$ cat config.mk
export PLATFORM = sky130hd
export DESIGN_NAME = aud_play_sched
export DESIGN_NICKNAME = d
export VERILOG_FILES = /design/src/rtl/aud_pkg.sv /design/src/rtl/lrc_edge_det.sv /design/src/rtl/aud_play_sched.sv
export SDC_FILE = /design/constraint.sdc
export NUM_CORES = 1
export LEC_CHECK = 0
export CAP_MARGIN = 40
export CORE_UTILIZATION = 40
export DETAILED_ROUTE_END_ITERATION = 6
export MAX_ROUTING_LAYER = met4
export PLACE_DENSITY_LB_ADDON = 0.15
export REMOVE_ABC_BUFFERS = 1
export SKIP_LAST_GASP = 1
export SLEW_MARGIN = 20
export SYNTH_ARGS = -nofsm -noshare
export SYNTH_HDL_FRONTEND = slang
export SYNTH_SLANG_ARGS = --single-unit
$ cat constraint.sdc
create_clock -name i_clk -period 10.15 [get_ports i_clk]
set_input_delay 2.03 -clock i_clk [delete_from_list [all_inputs] [get_ports i_clk]]
set_output_delay 2.03 -clock i_clk [all_outputs]
set_load 0.02 [all_outputs]
$ cat src/rtl/aud_pkg.sv
// Shared types and constants for the audio playback path:
// scheduler, player and top-level control FSM.
package aud_pkg;

  localparam int unsigned DATA_W = 16;
  localparam int unsigned SPD_W  = 4;

  typedef enum logic [1:0] {
    S_IDLE  = 2'd0,
    S_PLAY  = 2'd1,
    S_PAUSE = 2'd2,
    S_DONE  = 2'd3
  } play_state_t;

  // A speed of 0 means 1; anything above max_spd saturates to max_spd.
  function automatic logic [SPD_W-1:0] clamp_speed(
    input logic [SPD_W-1:0] spd,
    input logic [SPD_W-1:0] max_spd
  );
    if (spd == '0) begin
      return SPD_W'(1);
    end
    if (spd > max_spd) begin
      return max_spd;
    end
    return spd;
  endfunction

endpackage

$ cat src/rtl/lrc_edge_det.sv
// LRCK edge detector: registers LRCK and flags rising/falling edges
// as one-cycle pulses in the BCLK domain.
module lrc_edge_det (
  input  logic i_clk,
  input  logic i_rst_n,
  input  logic i_lrc,
  output logic o_rise,
  output logic o_fall
);

  logic lrc_q;
  logic lrc_d;

  always_comb begin
    lrc_d = i_lrc;
  end

  always_ff @(posedge i_clk or negedge i_rst_n) begin
    if (!i_rst_n) begin
      lrc_q <= 1'b0;
    end else begin
      lrc_q <= lrc_d;
    end
  end

  assign o_rise = i_lrc & ~lrc_q;
  assign o_fall = ~i_lrc & lrc_q;

endmodule

$ cat src/rtl/aud_play_sched.sv
// Playback scheduler: steps SRAM sample addresses once per LRC frame at the
// selected speed/mode and feeds one registered sample per frame to the player.
module aud_play_sched #(
  parameter int unsigned ADDR_W    = 20,
  parameter int unsigned DATA_W    = 16,
  parameter int unsigned MAX_SPEED = 8
) (
  input  logic              i_clk,
  input  logic              i_rst_n,
  input  logic              i_start,
  input  logic              i_pause,
  input  logic              i_stop,
  input  logic              i_fast,
  input  logic [3:0]        i_speed,
  input  logic [ADDR_W-1:0] i_end_addr,
  input  logic              i_lrc,
  input  logic [DATA_W-1:0] i_sram_data,
  output logic [ADDR_W-1:0] o_sram_addr,
  output logic [DATA_W-1:0] o_dac_data,
  output logic              o_player_en,
  output logic [1:0]        o_state,
  output logic              o_done
);

  import aud_pkg::*;

  localparam int unsigned      AW1     = ADDR_W + 1;
  localparam logic [SPD_W-1:0] MAX_SPD = SPD_W'(MAX_SPEED);

  play_state_t       state_q, state_d;
  logic [ADDR_W-1:0] addr_q, addr_d;
  logic [SPD_W-1:0]  hold_q, hold_d;
  logic [DATA_W-1:0] dac_q, dac_d;
  logic              en_q, en_d;
  logic              done_q, done_d;

  logic              tick;
  logic              lrc_fall_unused;
  logic [SPD_W-1:0]  spd;
  logic [SPD_W-1:0]  step;
  logic [ADDR_W:0]   addr_nxt;
  logic              past_end;
  logic              advance;

  lrc_edge_det u_lrc_edge (
    .i_clk   (i_clk),
    .i_rst_n (i_rst_n),
    .i_lrc   (i_lrc),
    .o_rise  (tick),
    .o_fall  (lrc_fall_unused)
  );

  always_comb begin
    spd      = clamp_speed(i_speed, MAX_SPD);
    step     = i_fast ? spd : SPD_W'(1);
    // One extra bit so a step past the top of the address space still reads as past-end.
    addr_nxt = {1'b0, addr_q} + AW1'(step);
    past_end = addr_nxt > {1'b0, i_end_addr};

    state_d = state_q;
    addr_d  = addr_q;
    hold_d  = i_fast ? '0 : hold_q;
    dac_d   = dac_q;
    done_d  = 1'b0;
    advance = 1'b0;

    // Stop beats everything; otherwise pause beats start, and any command swallows a same-cycle tick.
    if (i_stop) begin
      state_d = S_IDLE;
      addr_d  = '0;
      hold_d  = '0;
      dac_d   = '0;
    end else begin
      unique case (state_q)
        S_IDLE: begin
          if (i_start && !i_pause) begin
            state_d = S_PLAY;
            addr_d  = '0;
            hold_d  = '0;
          end
        end
        S_PLAY: begin
          if (i_pause) begin
            state_d = S_PAUSE;
          end else if (tick) begin
            dac_d   = i_sram_data;
            advance = 1'b1;
            if (!i_fast) begin
              if (hold_q < spd - SPD_W'(1)) begin
                hold_d  = hold_q + SPD_W'(1);
                advance = 1'b0;
              end else begin
                hold_d = '0;
              end
            end
            if (advance) begin
              if (past_end) begin
                state_d = S_DONE;
                done_d  = 1'b1;
              end else begin
                addr_d = addr_nxt[ADDR_W-1:0];
              end
            end
          end
        end
        S_PAUSE: begin
          if (i_start && !i_pause) begin
            state_d = S_PLAY;
          end
        end
        S_DONE: begin
          state_d = S_IDLE;
          addr_d  = '0;
          hold_d  = '0;
          dac_d   = '0;
        end
        default: begin
          state_d = S_IDLE;
        end
      endcase
    end

    en_d = (state_d == S_PLAY);
  end

  always_ff @(posedge i_clk or negedge i_rst_n) begin
    if (!i_rst_n) begin
      state_q <= S_IDLE;
      addr_q  <= '0;
      hold_q  <= '0;
      dac_q   <= '0;
      en_q    <= 1'b0;
      done_q  <= 1'b0;
    end else begin
      state_q <= state_d;
      addr_q  <= addr_d;
      hold_q  <= hold_d;
      dac_q   <= dac_d;
      en_q    <= en_d;
      done_q  <= done_d;
    end
  end

  assign o_sram_addr = addr_q;
  assign o_dac_data  = dac_q;
  assign o_player_en = en_q;
  assign o_state     = state_q;
  assign o_done      = done_q;

endmodule
; ---- Word level (Yosys, flattened, before mapping)
; Cells that the tools add are included.
[totals]
reg_bits = 45
in_bits = 47
out_inout_bits = 40
word_cells = 79
[classes]
n_addsub = 3
n_lt_le_gt_ge = 3
eq_ne = 9
muxes = 46
n_bitwise = 2
n_reduce_logical = 9
[ops]
columns = operator, n
row1 = 20-bit 2-to-1 mux, 6
row2 = 20-bit one-hot mux with 3 select lines, 1
row3 = 16-bit 2-to-1 mux, 3
row4 = 4-bit 2-to-1 mux, 12
row5 = 16-bit one-hot mux with 2 select lines, 1
row6 = 20-bit by 4-bit adder with 21-bit output, 1
row7 = 21-bit by 20-bit > comparator with 1-bit output, 1
row8 = 1-bit 2-to-1 mux, 15
row9 = "3-bit != test, second input constant", 5
row10 = 2-bit 2-to-1 mux, 6
row11 = 4-bit one-hot mux with 3 select lines, 1
row12 = 2-bit one-hot mux with 3 select lines, 1
row13 = 6-bit AND reduction, 1
row14 = "4-bit by 1-bit adder with 4-bit output, second input constant", 1
row15 = "2-bit by 1-bit equality test with 1-bit output, second input constant", 2
row16 = "2-bit equality test, second input constant", 2
row17 = "4-bit > comparator, second input constant", 1
row18 = 4-bit logical NOT, 1
row19 = 4-bit less-than comparator, 1
row20 = 4-bit nonzero test, 1
row21 = "4-bit by 1-bit subtractor with 4-bit output, second input constant", 1
row22 = 3-bit AND reduction, 1
row23 = 3-bit nonzero test, 1
row24 = 2-bit logical NOT, 1
row25 = 5 further kinds, 5

; ---- Longest topological paths before layout
; Gate-level depths: netlist of run 1.
[depth]
depth_word = 19
mapped_depth = 21
ltp_nobuf = 20

; ---- Cells and area by module
; Synthesis of run 1 repeated with hierarchy kept, for this count alone.
[unflattened]
cells_unflattened = 385
hier_area_um2 = 3243.1
[by_module_without_submodules]
columns = mod, n_inst, cells_each, area_each_um2, seq_area_each_um2
row1 = aud_play_sched, 1, 382, 3203.1, 1101.1
row2 = lrc_edge_det, 1, 3, 40.0, 25.0

; ---- Least setup slack after synthesis of run 1
; No wires, ideal clock.
[synth_path]
path_type = input -> register
start = input port i_speed[1]
end = register addr_q[4] (netlist: o_sram_addr[4])
setup_time_ps = 121
arrival_time_ps = 5623
t_required_ps = 10029
path_slack_ps = 4406
stages = 20
path_buffers = 1
path_cell_list = nor2_1 > o21bai_1 > nand2_1 > ha_1 > inv_1 > fa_1 > nor2b_1 > o21ai_0 > and2_1 > nor4b_1 > xnor2_1 > ha_1 > a21oi_1 > o21ai_1 > a221o_1 > a211o_1 > o21ai_2 > clkbuf_1 > a21o_1 > nand2_1
[synth_between]
elab_chain_len = 15
elab_cells_between_ends = 28
classes_between = add/sub (2) / order compare (3) / eq/ne (2) / mux (19) / reduce/logical (2)
[synth_rtl]
columns = item, line
row1 = start: declaration, aud_play_sched.sv:14  ; input logic [3:0] i_speed,
row2 = 4-bit > comparator, aud_pkg.sv:23  ; if (spd > max_spd) begin
row3 = 1-bit 2-to-1 mux (2 in a row), aud_pkg.sv:23
row4 = 4-bit 2-to-1 mux, aud_pkg.sv:26  ; return spd;
row5 = 4-bit 2-to-1 mux *, aud_pkg.sv:23
row6 = branches (longest 10 deep; another with 20-bit by 4-bit adder with 21-bit output), -
row7 = end signal: assignment, aud_play_sched.sv:136  ; addr_q <= addr_d;
row8 = end: declaration, aud_play_sched.sv:31  ; logic [ADDR_W-1:0] addr_q, addr_d;
; Every way passes the cells marked *. The select of a mux whose other input is x is not followed.
; A chain may end at the register's enable or synchronous reset.

; ---- Final worst setup path of run 1
[layout_path]
start = input port i_speed[3]
end = register addr_q[14] (netlist: o_sram_addr[14])
; The elaborated chain is that of the path after synthesis.

==> results of run 1 <==
path summary, 6_finish.rpt:
check	cells after the start	endpoint	slack, ns	start
min	2	o_dac_data[15]	0.47	o_dac_data[15]
max reg2reg	16	o_sram_addr[14]	5.55	o_sram_addr[0]
min reg2reg	2	o_dac_data[15]	0.47	o_dac_data[15]
max in group asynchronous	2	o_dac_data[13]	7.99	i_rst_n
min in group asynchronous	1	o_sram_addr[17]	1.64	i_rst_n
max	19	o_sram_addr[14]	3.44	i_speed[3]
cells by family (layout without fill, tap and decap cells):
group	after synthesis	in the layout
other	1	1
XOR/XNOR	19	19
multiplexers	1	1
AND/OR/NAND/NOR	154	154
adder cells (fa/ha/maj)	30	30
flip-flops	45	45
AO/OA/AOI/OAI	68	68
buffers and inverters	45	129
per-layer routing:
metal / routed length, µm / vias to the layer above
met2: 3760 / 65
met4: 61 / 0
met5: 0 / -
met3: 291 / 6
li1: - / 1424
met1: 3980 / 1355
final cells by class:
cell class | count | area, µm² | area share, %
clock buffers | 5 | 68.8 | 1.64
multi-input cells | 273 | 1810 | 43.1
well taps | 99 | 124 | 2.95
inverters | 31 | 116 | 2.77
flip-flops and latches | 45 | 1130 | 26.8
repair buffers | 90 | 906 | 21.6
clock inverters | 3 | 46.3 | 1.10
metrics by stage:
| stage | hold slack (ns) | utilization (%) |
|---|---|---|
| 2_1_floorplan | 0.541 | - |
| 3_3_place_gp | 0.450 | 54.5 |
| 3_5_place_dp | 0.456 | 55.0 |
| 4_1_cts | 0.478 | 56.6 |
| 5_1_grt | 0.501 | 56.7 |
| 6_report | 0.474 | 56.7 |
layout by cell type, fill, tap and decap left out, types with 3 or more instances in the layout:
cell type | synthesis | layout
clkdlybuf4s50_1 | 0 | 85
nand3b_1 | 3 | 3
xor2_1 | 7 | 7
nand2_1 | 57 | 57
nand2b_1 | 7 | 7
inv_1 | 30 | 30
a22o_1 | 12 | 12
clkbuf_8 | 0 | 5
ha_1 | 29 | 29
nand4_1 | 6 | 6
a21o_1 | 7 | 7
nor2_1 | 23 | 23
o21ai_1 | 4 | 4
xnor2_1 | 12 | 12
nor4_1 | 3 | 3
a21oi_1 | 11 | 11
o21ai_0 | 9 | 9
nor2b_1 | 6 | 6
dfrtp_1 | 45 | 45
and3_1 | 3 | 3
a32oi_1 | 5 | 5
and2_1 | 3 | 3
nand3_1 | 26 | 26
nor3_1 | 6 | 6
critical path: stages:
cell,delay [ns]
clkdlybuf4s50_1,0.51
o21bai_1,0.22
nand2_1,0.07
ha_1,0.17
inv_1,0.06
fa_1,0.41
nor2b_1,0.12
o21ai_0,0.14
and2_1,0.25
nor4b_1,0.39
xnor2_1,0.19
ha_1,0.27
a21oi_1,0.14
o21ai_1,0.09
a221o_1,0.32
a211o_1,0.30
o21ai_2,0.55
o22ai_2,0.38
a22o_1,0.28
power by group through the flow:
| stage | registers (mW) | logic, mW | clock network (mW) |
|---|---|---|---|
| CTS | 0.189 | 0.0837 | 0.144 |
| floorplan | 0.201 | 0.0283 | 0 |
| detailed placement | 0.193 | 0.0831 | 0 |
| global route | 0.191 | 0.0919 | 0.152 |
| finish | 0.189 | 0.0836 | 0.140 |
| global placement | 0.193 | 0.0806 | 0 |
state kept, by name, summed over array words and instances, names as in the netlist:
name / cells
o_sram_addr: 20
o_dac_data: 16
hold_q: 4
o_state: 2
o_done: 1
o_player_en: 1
u_lrc_edge.lrc_q: 1
==> reports/qor.csv, run 1 <==
metric,value,unit
status,"complete, no violations",
grt_max_degree,31,
fp.dieW,90.3,µm
antenna_found_initial,0,
routed_wl,8100,µm
core_area,0.00741,mm²
dp_hpwl,6230,µm
drt_pass1_iterations,4,
synthFlopType,dfrtp_1,
finalSetupViolCount,0,
critical_path_required,10.34,ns
syn-cell-area,0.00312,mm²
seq_area_frac_synth,36.1,%
startpoint_type,primary input,
power_leakage,2.02,nW
grt_use_met3,3.37,%
synth-xor-area-share,5.33,%
grt_pass1_wl,13600,µm
cts_resized,0,
hold_class,reg -> reg,
hold_viol,0,
maxCapViolations,0,
dieArea,0.00815,mm²
finalMaxSlewViolations,0,
wire_per_inst,14.8,µm
grt_pass1_vias,2769,
ant_nets,0,
grt_overflow_total,0,
yosysMostFrequentCell,nand2_1,
synth_edf_count,0,
max_freq,149,MHz
switching_power,0.113,mW
p_comb_share,20.2,%
area_growth_syn_to_layout,34.6,%
crit_type,in -> reg,
final_cells,546,
p_seq_share,45.8,%
dp.cells,537,
synthAdderAreaFrac,12.3,%
cts.htree.levels,2,
rsz0062_at_grt,false,
worstMarginPinSlew,0.699,ns
grtUsageMet1,29.5,%
power,0.413,mW
p_sw_share,27.4,%
place.gp.congestion,0.950,
synth_top_area_share,36.1,%
pin_count,87,
period_minus_slack,6.71,ns
yosys_warnings,0,
cts_root_buf,clkbuf_8,
via_per_inst,5.22,
synthCells,363,
place_area,0.00408,mm²
tns,0,ns
ys_seq_elements,45,
endpoint_kind,flop,
synthArstFlopShare,100,%
drive_gt1_share,4.70,%
synthTopCellsByArea,"dfrtp_1 36%, ha_1 12%, nand2_1 6.9%",
internal_power,0.300,mW
fin_crit_sh,66.1,%
clockBufferDepth,2,
grt-busiest-layer,met2,
cts_buffers,5,
max_slew_margin,53.3,%
final_net_count,523,
synthTopCellsByCount,"57 x nand2_1, 45 x dfrtp_1, 30 x inv_1, 29 x ha_1, 26 x nand3_1",
final_area,0.00420,mm²
dpl_worst_slack,3.15,ns
path_max_fanout,16,
drc,0,
cp.arrival,6.90,ns
synth_top_area_cell,dfrtp_1,
rows,31,
avgSynthCellArea,8.59,µm²
synth_top_family_by_area,simple AND/OR/NAND/NOR gates,
layout_setup_ws,3.44,ns
cts_setup_buffers,0,
dieHeight,90.3,µm
vias,2850,
synth.area.mux_share,0.321,%
num_antenna_cells,0,
synthSimpleGateAreaFrac,23.8,%
clockPowerShare,33.9,%
clkTransAtPathRegs,0.09,ns
numClockSinks,45,
portBuffers,86,
ys_types,57,
final.fill_count,681,
first_iter_violations,141,
grt_usage,21.2,%
grt_use_met2,32.8,%
finClkSkew,0.0141,ns
synth_compound_area_share,16.2,%
pwr_density_cell,98.4,mW/mm²
initial_core_util,42.1,%
ctsHoldBuffers,0,
peakVddDrop,0.0000862,V
clk_latency,0.30,ns
cts_tree,yes,
No activity file was read; power rests on OpenSTA's default activity.
==> run 2, diff against run 1 <==
- clock period: 10.15 -> 5.45 ns (I/O delays scaled with it)
==> run 2 against run 1 <==
Against the previous run: worst setup slack worse by 3.2 ns; cell area is 2.0% higher; sequential cell count unchanged; final cell count rose by 1.1%; sequential share of layout area shrank 0.53 points; non-clock buffer count up 6; via count increased by 1.2%; sequential power is 87% higher.
==> reports/qor.csv, run 2 (synthesis gave the netlist of run 1 again) <==
metric,value,unit
status,"complete, no violations",
maxCapViolations,0,
area_growth_syn_to_layout,37.3,%
path_max_fanout,14,
grt_usage,21.2,%
rows,31,
grt_max_degree,24,
cp.arrival,5.38,ns
clockBufferDepth,2,
core_area,0.00741,mm²
cts_tree,yes,
place.gp.congestion,0.830,
routed_wl,7970,µm
pwr_density_cell,192,mW/mm²
hold_viol,0,
peakVddDrop,0.000117,V
finalSetupViolCount,0,
endpoint_kind,flop,
period_minus_slack,5.18,ns
numClockSinks,45,
finalMaxSlewViolations,0,
pin_count,87,
dp.cells,544,
num_antenna_cells,0,
seqCellArea,0.00113,mm²
ant_nets,0,
drt_pass1_iterations,4,
grt_pass1_wl,13600,µm
grt_overflow_total,0,
dp_hpwl,6180,µm
final_cells,552,
largest_register_ffs,20,
layout_commonest_cell,clkdlybuf4s50_1,
antenna_found_initial,0,
startpoint_type,primary input,
vias,2885,
critical_path_required,5.65,ns
max_slew_margin,51.5,%
drc,0,
portBuffers,86,
drive_gt1_share,6.18,%
wire_per_inst,14.4,µm
final.fill_count,662,
dieHeight,90.3,µm
tns,0,ns
finClkSkew,0.00903,ns
hold_class,reg -> reg,
initial_core_util,42.1,%
clk_latency,0.31,ns
cts_setup_buffers,0,
fin_crit_sh,95.0,%
crit_type,in -> reg,
worstMarginPinSlew,0.726,ns
grt_pass1_vias,2796,
final_net_count,529,
first_iter_violations,135,
cts.htree.levels,2,
multi_input_area,0.00183,mm²
dieArea,0.00815,mm²
power,0.822,mW
max_freq,193,MHz
clkTransAtPathRegs,0.10,ns
cts_root_buf,clkbuf_8,
via_per_inst,5.23,
final_cell_mix,"85 x clkdlybuf4s50_1, 57 x nand2_1, 45 x dfrtp_1, 30 x inv_1, 29 x ha_1",
cts_buffers,5,
power_leakage,2.07,nW
fp.dieW,90.3,µm
==> run 2: changes by cell type in the layout (fill, tap and decap cells not counted) <==
cell	before	now
inv_6	0	1
o22ai_2	1	0
o22ai_4	0	1
buf_6	2	3
nor4b_1	2	1
nor4b_2	0	1
bufinv_16	1	2
clkinv_4	1	0
clkinvlp_4	1	0
buf_4	1	6
==> run 2: metrics by stage <==
| step | hold WS (ns) | area [µm²] | utilization (%) | setup WS (ns) |
|---|---|---|---|---|
| floorplan | 0.541 | 3050 | - | 0.490 |
| global placement | 0.450 | 4090 | 55.2 | 0.0810 |
| detailed placement | 0.455 | 4130 | 55.7 | -0.0508 |
| CTS | 0.477 | 4270 | 57.6 | 0.254 |
| global route | 0.504 | 4280 | 57.8 | -0.0127 |
| finish | 0.472 | 4280 | 57.8 | 0.272 |
==> run 2: final timing paths <==
check | startpoint | to | slack [ns] | cells past startpoint
worst min register to register | o_dac_data[1] | o_dac_data[1] | 0.47 | 2
worst max-delay path | i_speed[1] | o_sram_addr[15] | 0.27 | 21
worst min-delay path | o_dac_data[1] | o_dac_data[1] | 0.47 | 2
max in group asynchronous | i_rst_n | o_dac_data[12] | 4.14 | 2
min in group asynchronous | i_rst_n | o_sram_addr[14] | 0.78 | 1
worst max register to register | o_sram_addr[0] | o_sram_addr[15] | 1.42 | 17
==> run 2: layout make-up <==
| cell class | count | share of cell area (%) |
|---|---|---|
| clock inverters | 3 | 1.61 |
| inverters | 31 | 2.72 |
| flip-flops and latches | 45 | 26.3 |
| multi-input cells | 273 | 42.6 |
| clock buffers | 5 | 1.61 |
| repair buffers | 96 | 22.3 |
| well taps | 99 | 2.89 |
==> run 2: worst max-delay path, stage by stage <==
cell,delay (ns)
clkdlybuf4s50_1,0.44
nor2_1,0.16
o21bai_1,0.10
nand2_1,0.08
ha_1,0.16
inv_1,0.06
fa_1,0.40
nor2b_1,0.12
o21ai_0,0.16
and2_1,0.25
nor4b_2,0.33
xnor2_1,0.19
ha_1,0.28
a21oi_1,0.14
o21ai_1,0.08
a221o_1,0.32
a211o_1,0.30
o21ai_2,0.25
buf_6,0.20
a41o_1,0.18
nand3_1,0.07
==> run 2: where the power goes <==
part           switching (mW)  internal, mW
combinational          0.0800        0.0782
clock                   0.126         0.185
sequential            0.00719         0.346
total                   0.214         0.608
==> run 2: repair_timing <==
action,in CTS,in global routing
gates resized for setup,0,3
hold endpoints to repair,0,0
hold buffers,0,0
endpoints found under the setup margin,0,15
==> run 2: routing by layer <==
metal / vias up / wire length, µm / track usage (%)
li1: 1439 / - / -
met1: 1362 / 3750 / 28.8
met2: 75 / 3710 / 33.0
met3: 9 / 408 / 3.54
met4: 0 / 94 / 5.65
met5: - / 0 / -
==> run 3, diff against run 2 <==
- ABC_AREA: unset -> 1
==> run 3 against run 2 <==
Against the previous run: sequential cell count unchanged; clock skew decreased by 0.0025 ns; global-route usage increased by 0.71 points; clock power decreased by 28%; critical path depth increased by 6.
==> reports/qor.csv, run 3 <==
metric,value,unit
status,"complete, no violations",
synth_top_area_cell,dfrtp_1,
synthCells,524,
final.fill_count,818,
hold_class,reg -> reg,
cts_tree,yes,
synth_top_area_share,32.1,%
max_slew_margin,53.9,%
fin_crit_sh,90.6,%
numClockSinks,45,
max_freq,203,MHz
cts_resized,0,
via_per_inst,4.92,
worstRegToRegCells,23,
initial_core_util,42.1,%
clkTransAtPathRegs,0.09,ns
rows,33,
rsz0062_at_grt,false,
worstMarginPinSlew,0.689,ns
core_area,0.00834,mm²
dpl_worst_slack,0.206,ns
grt_usage,21.9,%
portBuffers,86,
endpoint_kind,flop,
seq_area_frac_synth,32.1,%
num_antenna_cells,0,
drive_gt1_share,4.75,%
final_cell_mix,"139 x nand2_1, 101 x inv_1, 85 x clkdlybuf4s50_1, 51 x nand3_1",
cts.htree.levels,2,
synthFlopType,dfrtp_1,
hold_viol,0,
crit_slowest_cell,fa_1,
ctsHoldBuffers,0,
drc,0,
power,0.765,mW
reg2reg_slack,1.61,ns
layout_commonest_cell,nand2_1,
synthArstFlopShare,100,%
maxCapViolations,0,
layout_setup_ws,0.512,ns
peakVddDrop,0.000113,V
yosys_warnings,0,
drt_pass1_iterations,5,
place.gp.congestion,0.838,
finClkSkew,0.00657,ns
cp_common_cell,nand2_1,
finalMaxSlewViolations,0,
clockBufferDepth,2,
area_growth_syn_to_layout,30.6,%
tns,0,ns
worstHoldPathCells,2,
routed_wl,9090,µm
cts_buffers,5,
synthTopCellsByArea,"dfrtp_1 32%, nand2_1 15%, inv_1 11%",
synthTopCellsByCount,"139 x nand2_1, 101 x inv_1, 51 x nand3_1, 45 x dfrtp_1, 45 x nor2_1",
multi_input_area,0.00192,mm²
dp_hpwl,7000,µm
yosysMostFrequentCell,nand2_1,
seqCellArea,0.00113,mm²
grt_max_degree,26,
dieHeight,95.7,µm
grt_pass1_wl,15300,µm
cts_setup_buffers,0,
synth_edf_count,0,
clk_latency,0.30,ns
syn-cell-area,0.00351,mm²
startpoint_type,primary input,
path_max_fanout,20,
largest_register_ffs,20,
dieArea,0.00915,mm²
vias,3523,
final_net_count,687,
crit_type,in -> reg,
grt_pass1_vias,3368,
ant_nets,0,
first_iter_violations,160,
fp.dieW,95.7,µm
cts_root_buf,clkbuf_8,
pwr_density_cell,167,mW/mm²
wire_per_inst,12.7,µm
antenna_found_initial,0,
period_minus_slack,4.94,ns
cp.arrival,5.13,ns
ys_seq_elements,45,
power_leakage,2.46,nW
critPathMaxStageDelay,0.43,ns
grt_overflow_total,0,
ys_types,32,
avgSynthCellArea,6.70,µm²
finalSetupViolCount,0,
critical_path_required,5.64,ns
pin_count,87,
[run 3: path summary, 6_finish.rpt]
check                          startpoint               to
setup reg to reg           o_sram_addr[0]  o_sram_addr[14]
max in group asynchronous         i_rst_n   o_dac_data[14]
hold / removal             o_sram_addr[0]   o_sram_addr[0]
hold reg to reg            o_sram_addr[0]   o_sram_addr[0]
setup / recovery               i_speed[1]  o_sram_addr[14]
min in group asynchronous         i_rst_n  o_sram_addr[15]
[run 3: stage by stage]
step	std cells	area (µm²)	util [%]	hold slack [ns]
floorplan	512	3440	-	0.508
global placement	705	4440	53.3	0.487
detailed placement	708	4490	53.9	0.505
CTS	716	4580	55.0	0.528
global route	716	4580	55.0	0.561
finish	716	4580	55.0	0.524
[run 3: critical path, delay by kind of cell]
family / cells / cell delay (ns)
simple gates: 16 / 1.95
buf+inv: 6 / 0.85
xor+xnor: 1 / 0.19
compound gates: 1 / 0.10
fa+ha+maj: 3 / 0.95
[run 3: layout make-up]
cell class / count / share of cell area [%]
Multi-Input combinational cell: 363 / 42.0
Inverter: 104 / 8.52
Clock buffer: 5 / 1.50
Tap cell: 105 / 2.87
Timing Repair Buffer: 91 / 20.1
Clock inverter: 3 / 0.464
Sequential cell: 45 / 24.6
[run 3: logic make-up (layout without fill, tap and decap cells)]
| family | after synthesis | in the layout | share of synthesized area [%] |
|---|---|---|---|
| AO/OA/AOI/OAI | 58 | 58 | 8.77 |
| XOR/XNOR | 13 | 13 | 3.25 |
| adder cells (fa/ha/maj) | 30 | 30 | 10.9 |
| buffers and inverters | 116 | 203 | 13.2 |
| flip-flops | 45 | 45 | 32.1 |
| other | 1 | 1 | 0.107 |
| AND/OR/NAND/NOR | 261 | 261 | 31.7 |
[run 3: per-layer routing]
layer	vias to the layer above	share of wire, %	global-route usage [%]
met5	-	0	-
met4	0	0.59	5.97
met3	4	7.0	3.75
met2	107	44	33.5
met1	1596	48	29.9
li1	1816	-	-
[run 3: power by group]
| group | switching (mW) | leakage, nW | internal (mW) |
|---|---|---|---|
| sequential | 0.00971 | 0.610 | 0.349 |
| clock | 0.131 | 0.0445 | 0.0914 |
| combinational | 0.0997 | 1.80 | 0.0836 |
==> variant 1 (settings of run 3) <==
The parameter `ADDR_W` goes from 20 to 40.
--- a/src/rtl/aud_play_sched.sv
+++ b/src/rtl/aud_play_sched.sv
@@ -2,5 +2,5 @@
 // selected speed/mode and feeds one registered sample per frame to the player.
 module aud_play_sched #(
-  parameter int unsigned ADDR_W    = 20,
+  parameter int unsigned ADDR_W    = 40,
   parameter int unsigned DATA_W    = 16,
   parameter int unsigned MAX_SPEED = 8
Ports: changed (resized i_end_addr and o_sram_addr); port bits go from 87 to 127. No check against the original RTL was run, so the function may have changed too.
==> variant 1 against run 3 <==
Power is 78% higher; design area is 69% higher; synthesized area is 59% higher; clock skew is 1.6 ps higher; maximum frequency is 5.1% lower; via count is 65% higher; largest power group is now the clock network; register-to-register slack worse by 360 ps; sequential cell count is 20 higher; worst setup slack worse by 260 ps; hold slack worse by 48 ps; routed wire length is 81% higher; sequential power is 42% higher; critical path depth is 4 higher; final cell count is 67% higher.
==> variant 1: results (changes against run 3) <==
Outcome:
- Outcome: complete, no violations (unchanged).

Worst hold path:
- The launch instance of the worst min-delay path is o_dac_data[7]$_DFFE_PN0P_ (was o_sram_addr[0]$_DFFE_PN0P_).
- The worst min-delay path endpoint was o_dac_data[7]$_DFFE_PN0P_ (was o_sram_addr[0]$_DFFE_PN0P_).

Global route:
- The met3 track demand over resource in global routing was 3.897% (was 3.748%).
- The wire length of the first global-routing pass is 27,410 µm (was 15,350 µm).
- The overall global routing resource usage was 24.78% (was 21.94%).

CTS:
- The clock root buffer was clkbuf_16 (was clkbuf_8).
- The clock-pin slew of the registers on the worst-case setup and hold paths is 60 ps (was 90 ps).
- The number of H-tree levels is 3 (was 2).
- The CTS buffer count is 9 (was 5).

Finish:
- The net total in the final layout is 1,130 (was 687).
- The number of flip-flops in the largest register came to 40 (was 20).
- The share of post-route cells with drive strength above 1 was 9.430% (was 4.746%).
- The number of fill cells in the layout is 1,310 (was 818).

Placed design:
- The count of input and output buffers was 126 (was 86).
- The total half-perimeter wirelength after legalization and detailed placement is 12,150 µm (was 6996 µm).
- The global placer's final weighted congestion came to 0.8831 (was 0.8377).

Logic synthesis:
- Ranking of synthesized cells by instance count: 246 x nand2_1, 141 x inv_1, 112 x nor2_1 (was 139 x nand2_1, 101 x inv_1, 51 x nand3_1).
- The fraction of the mapped netlist area in adder cells is 11.35% (was 10.91%).
- The number of distinct library cells after synthesis is 40 (was 32).
- The fraction of the mapped netlist area in compound gates is 6.572% (was 8.773%).
- Leading cell types by total area after synthesis: dfrtp_1 29%, nand2_1 17%, ha_1 11% (was dfrtp_1 32%, nand2_1 15%, inv_1 11%).

Power:
- The maximum VDD drop is 0.1603 mV (was 0.1134 mV).
- The static power due to leakage came to 4.058 nW (was 2.456 nW).

Route:
- The vias per cell is 4.860 (was 4.920).
- The initial DRC count is 302 (was 160).
- The routed length per placed instance is 13.74 µm (was 12.69 µm).

Worst setup path:
- The worst-path cell with the longest stage delay is clkdlybuf4s50_1 (was fa_1).
- The reg-to-reg critical path endpoint is o_sram_addr[39]$_DFFE_PN0P_ (was o_sram_addr[14]$_DFFE_PN0P_).
- The register-to-register path setup slack is 1250 ps (was 1610 ps).

STA:
- The maximum clock skew at final layout was 8.186 ps (was 6.567 ps).
- The worst slack on hold paths is 476.0 ps (was 523.8 ps).
- The final critical-path required period is 5203 ps (was 4938 ps).
variant 1: changes by cell type in the layout (fill, tap and decap cells not counted), sizes merged, moves of 9 or more:
cell,delta
nand3,+26
ha,+20
clkdlybuf4s50,+39
inv,+38
nand2,+106
clkbuf,+9
buf,+35
nor3,+12
dfrtp,+20
nor2,+69
o21ai,-9
xor2,+19
variant 1: layout make-up:
| cell class | instances | area (µm²) | area share (%) |
|---|---|---|---|
| Multi-Input combinational cell | 624 | 3374 | 43.51 |
| Timing Repair Buffer | 169 | 1697 | 21.87 |
| Sequential cell | 65 | 1627 | 20.97 |
| Inverter | 144 | 540.5 | 6.969 |
| Clock buffer | 11 | 242.7 | 3.130 |
| Tap cell | 176 | 220.2 | 2.839 |
| Clock inverter | 5 | 55.05 | 0.7098 |
variant 1: worst max path at each step:
stage          startpoint                     endpoint  depth (start not counted)
3_5_place_dp   i_speed[3]  o_sram_addr[24]$_DFFE_PN0P_                         32
3_3_place_gp       i_fast  o_sram_addr[20]$_DFFE_PN0P_                         30
2_1_floorplan  i_speed[1]   o_sram_addr[0]$_DFFE_PN0P_                         29
4_1_cts        i_speed[3]  o_sram_addr[15]$_DFFE_PN0P_                         32
6_report       i_speed[1]  o_sram_addr[39]$_DFFE_PN0P_                         31
5_1_grt        i_speed[2]  o_sram_addr[39]$_DFFE_PN0P_                         33
variant 1: report_power, final:
group          switching, mW  leakage, nW  internal (mW)
Sequential            0.0107        0.889          0.498
Clock                  0.226        0.142          0.365
Combinational          0.136         3.03          0.124
variant 1: per-layer routing:
metal | vias to the layer above | wire length, µm
met5 | - | 0
met2 | 169 | 7462
met1 | 2617 | 7739
met3 | 23 | 873
met4 | 0 | 335
li1 | 2994 | -
variant 1: logic make-up (layout without fill, tap and decap cells):
logic type | count (synthesis) | in the layout
compound gates | 63 | 63
xor+xnor | 32 | 32
fa+ha+maj | 50 | 50
buf+inv | 164 | 329
flops | 65 | 65
other cells | 1 | 1
simple gates | 478 | 478
variant 1: timing repair:
action | in CTS | in global routing
gates resized for setup | 0 | 24
endpoints found under the setup margin | 0 | 43
buffers inserted | 0 | 1
hold buffers | 0 | 0
variant 1: critical path, delay by kind of cell:
kind | cells | cell delay, ps
fa+ha+maj | 2 | 660
xor+xnor | 1 | 210
buf+inv | 7 | 1170
simple gates | 21 | 2290
variant 1: through the flow:
step	area (µm²)	power, mW
6_report	7756	1.360
4_1_cts	7565	1.357
2_1_floorplan	5455	0.6174
5_1_grt	7756	1.427
3_3_place_gp	7259	0.7558
3_5_place_dp	7267	0.7572
==> variant 2 (settings of run 3) <==
Made on the original files. `hold_q` no longer has a reset.
--- a/src/rtl/aud_play_sched.sv
+++ b/src/rtl/aud_play_sched.sv
@@ -128,5 +128,4 @@
       state_q <= S_IDLE;
       addr_q  <= '0;
-      hold_q  <= '0;
       dac_q   <= '0;
       en_q    <= 1'b0;
@@ -135,9 +134,12 @@
       state_q <= state_d;
       addr_q  <= addr_d;
-      hold_q  <= hold_d;
       dac_q   <= dac_d;
       en_q    <= en_d;
       done_q  <= done_d;
     end
+  end
+
+  always_ff @(posedge i_clk) begin
+    hold_q <= hold_d;
   end
 
Function: same outputs for any inputs over 4 cycles, from zero or initial values and one cycle with i_rst_n low; that may be too few to reach the edited logic, so the function may still have changed.
==> variant 2 against run 3 <==
Worst setup slack gained 120 ps; synthesized area is 4.3% lower; sequential cell count stayed put; critical path depth decreased by 6; die area decreased by 4.2%; routed wire length rose by 0.19%; hold slack lost 10 ps; synthesized cell count shrank 8.6%; clock skew grew 6.6 ps; power shrank 0.79%; design area decreased by 3.3%; critical path type unchanged; largest cell class unchanged.
==> variant 2: results (changes against run 3) <==
Route:
- The overall via count from detail_route is 3,353 (was 3,523).
- The routed length on met1 is 4342 µm (was 4393 µm).
- The met3 layer wire length in the routed design is 335 µm (was 632 µm).
- The met2 routed wirelength is 4378 µm (was 4009 µm).
- The number of search-and-repair iterations in the first detailed-routing pass is 4 (was 5).
- The initial DRC count is 149 (was 160).
- The vias per cell is 4.982 (was 4.920).

Global route:
- The wire length of the first global-routing pass came to 15,190 µm (was 15,350 µm).
- The overall global routing resource usage is 22.49% (was 21.94%).
- The largest net degree at the start of global routing was 28 (was 26).
- The via count of the first global-routing pass is 3,290 (was 3,368).
- The global-route track usage on met1 was 29.89% (was 29.94%).
- The met3 track demand over resource in global routing was 3.171% (was 3.748%).
- The met2 capacity usage during global routing is 37.19% (was 33.51%).

Placed design:
- The post-placement cell count is 665 (was 708).
- The cell area after placement is 0.004334 mm² (was 0.004493 mm²).
- The global placer's final weighted congestion came to 0.9045 (was 0.8377).
- The total half-perimeter wirelength after legalization and detailed placement is 7049 µm (was 6996 µm).

Power:
- The areal power density over the cells is 171.2 mW/mm² (was 166.8 mW/mm²).
- The maximum VDD drop is 0.1378 mV (was 0.1134 mV).
- The power in the clock group came to 0.235 mW (was 0.223 mW).
- The sequential fraction of design power is 46.8% (was 46.9%).
- The static power due to leakage came to 2.390 nW (was 2.456 nW).

Logic synthesis:
- Leading cell types by total area after synthesis: dfrtp_1 31%, nand2_1 16%, ha_1 11% (was dfrtp_1 32%, nand2_1 15%, inv_1 11%).
- Ranking of synthesized cells by instance count: 139 x nand2_1, 82 x inv_1, 41 x dfrtp_1 (was 139 x nand2_1, 101 x inv_1, 51 x nand3_1).
- The fraction of the mapped netlist area in adder cells was 11.41% (was 10.91%).
- The share of synthesized flip-flops with an asynchronous set or reset is 91.11% (was 100.0%).
- The post-synthesis instance total is 479 (was 524).
- The sequential fraction of the synthesis area is 32.95% (was 32.10%).
- The fraction of the mapped netlist area in compound gates is 6.783% (was 8.773%).
- The number of distinct library cells after synthesis is 35 (was 32).

Finish:
- The proportion of final cell area spent on non-clock buffers is 20.61% (was 20.09%).
- The count of plain and timing-repair buffers is 92 (was 91).
- The number of combinational gates with multiple inputs is 339 (was 363).
- The share of post-route cells with drive strength above 1 is 4.577% (was 4.746%).
- The relative area of clock buffers and inverters in the final design is 2.202% (was 1.966%).
- The non-clock inverter total of the final layout is 84 (was 104).
- The combined area of the multi-input logic cells is 0.001868 mm² (was 0.001924 mm²).
- The fraction of area in registers came to 24.96% (was 24.57%).
- The net total in the final layout was 644 (was 687).
- The number of fill cells in the layout is 803 (was 818).

Worst setup path:
- The worst-path cell with the longest stage delay was clkdlybuf4s50_1 (was fa_1).
- The register-to-register path setup slack is 1810 ps (was 1610 ps).
- The data arrival time of the critical path was 5010 ps (was 5130 ps).

STA:
- The final critical-path required period came to 4813 ps (was 4938 ps).
- The relative slew slack is 59.34% (was 53.89%).
- The worst slack on hold paths is 513.7 ps (was 523.8 ps).
- The maximum clock skew at final layout is 13.16 ps (was 6.567 ps).

Outcome:
- Outcome: complete, no violations (unchanged).
variant 2: worst paths after layout:
| path | start | end | depth (start not counted) |
|---|---|---|---|
| max | i_speed[1] | o_sram_addr[3]$_DFFE_PN0P_ | 21 |
| min | o_dac_data[5]$_DFFE_PN0P_ | o_dac_data[5]$_DFFE_PN0P_ | 2 |
| max reg2reg | o_sram_addr[0]$_DFFE_PN0P_ | o_sram_addr[3]$_DFFE_PN0P_ | 17 |
| min reg2reg | o_dac_data[5]$_DFFE_PN0P_ | o_dac_data[5]$_DFFE_PN0P_ | 2 |
| max in group asynchronous | i_rst_n | o_state[0]$_DFF_PN0_ | 2 |
| min in group asynchronous | i_rst_n | o_sram_addr[9]$_DFFE_PN0P_ | 1 |
variant 2: kinds of logic (layout without fill, tap and decap cells):
kind of cell,Yosys count,after routing
other cells,1,1
compound gates,41,41
simple gates,251,251
fa+ha+maj,30,30
buf+inv,95,184
flops,45,45
xor+xnor,16,16
